`src/rtl/nco_lut_reader.sv`:
```
// Quarter-wave sine LUT reader: folds a phase word into a quarter-table lookup and emits a
// signed sample through a 3-stage valid/ready pipeline that stalls as a whole.
module nco_lut_reader #(
  parameter int unsigned PHASE_W = 8,
  parameter int unsigned DATA_W  = 12
) (
  input  logic                     clk,
  input  logic                     rst_n,
  input  logic [PHASE_W-1:0]       address,
  input  logic                     in_valid,
  output logic                     in_ready,
  output logic signed [DATA_W-1:0] sample,
  output logic                     out_valid,
  input  logic                     out_ready
);

  localparam int unsigned IdxW = PHASE_W - 2;
  localparam int unsigned N    = 2 ** IdxW;
  localparam int unsigned RomW = DATA_W - 1;

  typedef logic [N-1:0][RomW-1:0] rom_t;

  // Table is built at elaboration; sampling at (k+0.5) keeps the fold symmetric.
  function automatic rom_t gen_rom();
    rom_t t;
    real  amp;
    real  ph;
    amp = real'((2 ** (DATA_W - 1)) - 1);
    for (int k = 0; k < int'(N); k++) begin
      ph   = (3.14159265358979323846 / 2.0) * (real'(k) + 0.5) / real'(N);
      t[k] = RomW'($rtoi(amp * $sin(ph) + 0.5));
    end
    return t;
  endfunction

  localparam rom_t Rom = gen_rom();

  logic              adv;
  logic [1:0]        quad;
  logic [IdxW-1:0]   idx_in;
  logic [DATA_W-1:0] mag;

  logic              v1_d, v1_q;
  logic [IdxW-1:0]   idx1_d, idx1_q;
  logic              neg1_d, neg1_q;
  logic              v2_d, v2_q;
  logic [RomW-1:0]   data2_d, data2_q;
  logic              neg2_d, neg2_q;
  logic              v3_d, v3_q;
  logic [DATA_W-1:0] sample3_d, sample3_q;

  always_comb begin
    adv    = !v3_q || out_ready;
    quad   = address[PHASE_W-1 -: 2];
    idx_in = address[IdxW-1:0];
    mag    = {1'b0, data2_q};

    v1_d      = v1_q;
    idx1_d    = idx1_q;
    neg1_d    = neg1_q;
    v2_d      = v2_q;
    data2_d   = data2_q;
    neg2_d    = neg2_q;
    v3_d      = v3_q;
    sample3_d = sample3_q;

    if (adv) begin
      v1_d      = in_valid;
      // Odd quadrants read the table backwards; N-1-i is the bitwise complement of i.
      idx1_d    = quad[0] ? ~idx_in : idx_in;
      neg1_d    = quad[1];
      v2_d      = v1_q;
      data2_d   = Rom[idx1_q];
      neg2_d    = neg1_q;
      v3_d      = v2_q;
      sample3_d = neg2_q ? -mag : mag;
    end
  end

  always_ff @(posedge clk or negedge rst_n) begin
    if (!rst_n) begin
      v1_q      <= 1'b0;
      idx1_q    <= '0;
      neg1_q    <= 1'b0;
      v2_q      <= 1'b0;
      data2_q   <= '0;
      neg2_q    <= 1'b0;
      v3_q      <= 1'b0;
      sample3_q <= '0;
    end else begin
      v1_q      <= v1_d;
      idx1_q    <= idx1_d;
      neg1_q    <= neg1_d;
      v2_q      <= v2_d;
      data2_q   <= data2_d;
      neg2_q    <= neg2_d;
      v3_q      <= v3_d;
      sample3_q <= sample3_d;
    end
  end

  assign in_ready  = adv;
  assign sample    = sample3_q;
  assign out_valid = v3_q;

endmodule

```
`config.mk`:
```
export PLATFORM = sky130hd
export DESIGN_NAME = nco_lut_reader
export DESIGN_NICKNAME = d
export VERILOG_FILES = /design/src/rtl/nco_lut_reader.sv
export SDC_FILE = /design/constraint.sdc
export NUM_CORES = 1
export LEC_CHECK = 0
export ABC_AREA = 1
export CORE_MARGIN = 10
export CORE_UTILIZATION = 40
export CTS_CLUSTER_DIAMETER = 30
export DETAILED_ROUTE_END_ITERATION = 6
export HOLD_SLACK_MARGIN = 0.06
export SYNTH_ARGS = -nofsm -noshare
export SYNTH_HDL_FRONTEND = slang
export SYNTH_SLANG_ARGS = --single-unit
```
`constraint.sdc`:
```
create_clock -name clk -period 2.25 [get_ports clk]
set_input_delay 0.45 -clock clk [delete_from_list [all_inputs] [get_ports clk]]
set_output_delay 0.45 -clock clk [all_outputs]
set_load 0.03 [all_outputs]
```
**After elaboration in Yosys (flattened, before gate mapping)**

Memory sizes are Yosys's and may differ from the RTL's. A register that Yosys moved wholly into a read port is not among the register bits.
Cells that the tools add are included.

- Reductions and logical operators: 3
- Add/subtract/negate cells: 1
- Bitwise operators: 1
- Multiplexer cells: 2

Operators with widths:

| kind | number |
|---|---|
| 12-bit 2-to-1 mux | 1 |
| 11-bit negation with 12-bit output | 1 |
| 6-bit 2-to-1 mux | 1 |
| 6-bit inverter | 1 |
| 1-bit zero test | 2 |
| 1-bit logical OR | 1 |

- Memories kept: 1
- Logic and storage cells: 15
- Output and inout bits: 14
- Bits in registers: 23
- Memory bits (read-only): 704
- Bits of input ports: 12

Memory list:

| name | words | bits a word | rd ports | clocked after Yosys merged registers in | wr ports | line | RTL |
|---|---|---|---|---|---|---|---|
| (no name shown) | 64 | 11 | 1 | 1 | 0 | 73 | `data2_d = Rom[idx1_q];` |

**Longest topological paths before layout**

Gate-level depths: netlist of the first run.

- Depth in word-level cells: 2
- Gate-level depth with buffers: 11

**Least setup slack after synthesis of the first run**

OpenSTA, ideal clock, no wires.

- Path kind: register to register
- From: reg idx1_q[1]
- To: reg data2_q[3]
- Arrival time: 1499 ps
- Clock period less this slack: 1617 ps
- Required time: 2132 ps
- Stages on the path, launching flop included: 10
- Setup slack: 633 ps
- Cells stage by stage: dfrtp_1 -> inv_1 -> ha_1 -> inv_1 -> nand2_1 -> nand3_1 -> a21oi_1 -> nand2_1 -> nand3_1 -> nand2_1

RTL lines:

| what | line | RTL |
|---|---|---|
| start, declared | 44 | `logic [IdxW-1:0] idx1_d, idx1_q;` |
| start signal, assigned | 92 | `idx1_q <= idx1_d;` |
| end, declared | 47 | `logic [RomW-1:0] data2_d, data2_q;` |

==> results of run 1 <==
[per-stage QoR]
step / hold WS (ps) / utilization, % / instance area (um2)
2_1_floorplan: 154 / - / 2710
3_3_place_gp: 433 / 46.3 / 2990
3_5_place_dp: 437 / 46.3 / 2990
4_1_cts: 455 / 47.8 / 3090
5_1_grt: 484 / 47.8 / 3090
6_report: 454 / 47.8 / 3090
[how the worst max path moves through the flow]
| stage | slack, ps | to |
|---|---|---|
| final | 280 | data2_q[3] |
| after global routing | 150 | data2_q[3] |
| after CTS | 300 | data2_q[4] |
| after detailed placement | 320 | data2_q[4] |
| after global placement | 360 | data2_q[4] |
| after floorplan | 630 | data2_q[3] |
[cell type report]
| class | instances | area, um2 |
|---|---|---|
| Sequential cell | 34 | 851 |
| Multi-Input combinational cell | 318 | 1540 |
| Tap cell | 77 | 96.3 |
| Timing Repair Buffer | 37 | 338 |
| Fill cell | 683 | 3370 |
| Clock inverter | 2 | 12.5 |
| Inverter | 41 | 161 |
| Clock buffer | 6 | 82.6 |
[sequential cells by signal (all words and copies together), names as in the netlist]
name and flops:
v2_q 1, sample 12, neg1_q 1, data2_q 11
v1_q 1, idx1_q 6, out_valid 1, neg2_q 1
[worst min-delay path, cell delays in order, from the launching register on]
cell	delay (ps)
dfrtp_1	320
inv_1	50
nand2_1	60
[Yosys cell counts (3+ instances only)]
cell / count / area, um2
buf_4: 4 / 30.0
o21ai_0: 30 / 150
xor2_1: 9 / 78.8
buf_2: 10 / 50.1
dfrtp_1: 34 / 851
ha_1: 12 / 150
nor2_1: 36 / 135
nand2_4: 3 / 33.8
nand2_1: 146 / 548
inv_1: 40 / 150
clkbuf_1: 3 / 11.3
nand3_1: 48 / 240
a21oi_1: 17 / 85.1
[kinds of logic after synthesis]
group | count (synthesis) | share of synthesized area, %
XOR/XNOR | 9 | 2.91
flip-flops | 34 | 31.5
adder cells (fa/ha/maj) | 12 | 5.55
buffers and inverters | 62 | 11.5
AND/OR/NAND/NOR | 243 | 38.1
AO/OA/AOI/OAI | 54 | 10.5
[layer usage]
layer	up-vias	routed length, um	GRT usage (%)
met5	-	0	0
met4	0	61	3.58
met3	9	360	2.70
met2	75	3470	23.3
met1	1215	3460	19.1
li1	1353	-	-
[layout by cell type (no fill, tap or decap)]
cell type / instances
nor3_1: 2
nor2_4: 1
or2_1: 1
nand2_4: 3
dfrtp_1: 34
clkdlybuf4s50_1: 24
inv_1: 40
inv_8: 1
ha_1: 12
a31oi_1: 2
nand4_1: 1
xor2_1: 9
nor2_2: 1
o211ai_1: 2
o21ai_0: 30
o21ai_1: 1
a21oi_2: 2
nand3_1: 48
buf_4: 13
nand2_2: 2
nand2_1: 146
nand3_2: 2
nor2_1: 36
clkinv_2: 1
clkbuf_8: 6
a21oi_1: 17
clkinvlp_4: 1
[report_power, final]
part | leakage, nW | total, mW | internal, mW | switching (mW)
combinational | 1.17 | 2.37 | 0.859 | 1.51
sequential | 0.401 | 1.16 | 0.883 | 0.279
clock | 0.0472 | 0.470 | 0.246 | 0.224
==> flow_summary.json, run 1 <==
{
  "hold_path_end": "out_valid",
  "cp.required_ps": 2430,
  "wl_per_cell_um": 14.3,
  "critPathMaxFanout": 8,
  "cp-end-kind": "flip-flop",
  "yosysWarnings": 0,
  "power_mw": 4.00,
  "skew_ps": 6.29,
  "route.vias.total": 2652,
  "hpwlAfterDp_mm": 5.64,
  "dp_cells": 507,
  "leakage_nw": 1.62,
  "cts.clk_slew.worst_paths_ps": 70,
  "irDropWorstVdd_mv": 0.629,
  "r2r_setup_slack_ps": 280,
  "cts_tree": "built",
  "port_buffers": 25,
  "drive_gt1_share_pct": 7.53,
  "worstPathCellList": "inv_1, ha_1, inv_1, nand2_1, nand3_1, a21oi_1, nand2_1, nand3_1, nand2_1",
  "routed_wl_mm": 7.35,
  "rsz0062_at_grt": "false",
  "finalMaxSlewViolations": 0,
  "r2r_cells": 9,
  "timing.rr.start": "idx1_q[0]",
  "ioPinCount": 26,
  "start_util_pct": 41.9,
  "startpoint": "idx1_q[0]",
  "viasPerCell": 5.15,
  "cp_num_buf_inv": 2,
  "p_per_area_nw_per_um2": 1300,
  "first_iter_violations": 226,
  "synth_seq_area_share_pct": 31.5,
  "period_share_pct": 87.5,
  "synth_edf_count": 0,
  "netlist_area_um2": 2710,
  "hold_path_class": "flip-flop to flip-flop",
  "fmax_mhz": 508,
  "pre_cts_ws_ps": 319,
  "cp-start-kind": "flip-flop",
  "cp.arrival_ps": 2150,
  "htreeDepth": 2,
  "numCtsBuffers": 5,
  "post_cts_buffers": 0,
  "die_y_um": 102,
  "async_reset_ff_share_pct": 100,
  "gp_congestion": 0.972,
  "dieArea_um2": 10500,
  "first_pass_iters": 4,
  "grt_pass1_wl_mm": 12.1,
  "coreArea_um2": 6460,
  "synthDistinctLibCells": 28,
  "finalSetupViolCount": 0,
  "synth-seq-cells": 34,
  "hold_depth": 2,
  "outcome": "completed",
  "finalSetupTns_ps": 0,
  "grt_pass1_vias": 2400,
  "finalHoldViolCount": 0,
  "clk-insertion-delay-late_ps": 280,
  "crit_path_top_delay_cell": "dfrtp_1",
  "synth.avg_cell_area_um2": 6.53,
  "setup_slack_ps": 281,
  "die_w_um": 102,
  "drcViolationCount": 0,
  "overflow": 0,
  "syn_inst": 414,
  "critPathTopFamily": "flip-flops",
  "tightest_slew_ps": 498,
  "ant_nets": 0,
  "slowest_delay_ps": 530,
  "path_class": "flip-flop to flip-flop",
  "min_from": "v2_q",
  "grt_max_degree": 35,
  "hold_buffers": 0,
  "cpMostUsedCell": "nand2_1",
  "antenna_cells": 0,
  "synth_ff_type": "dfrtp_1",
  "antenna_found_initial": 0,
  "post_cts_resized": 0,
  "syn_to_final_growth_pct": 14.1,
  "r2r-end": "data2_q[3]",
  "nNetsFinal": 461,
  "cts_root_buf": "clkbuf_8",
  "instances_no_fill": 515,
  "path_depth": 9,
  "slew_headroom_pct": 66.5,
  "drv_cap": 0,
  "min_period_ps": 1970,
  "grt.total_usage_pct": 14.3,
  "clock_sinks": 34,
  "rows": 29,
  "cts_max_path_buffers": 2,
  "syn_nets": 438
}
Note: power is estimated with default switching activity, not from simulation.
==> run 2, diff against run 1 <==
CAP_MARGIN = 5   (was default)
==> results of run 2 <==
Final layout, timing and power as in run 1 (identical DEF).
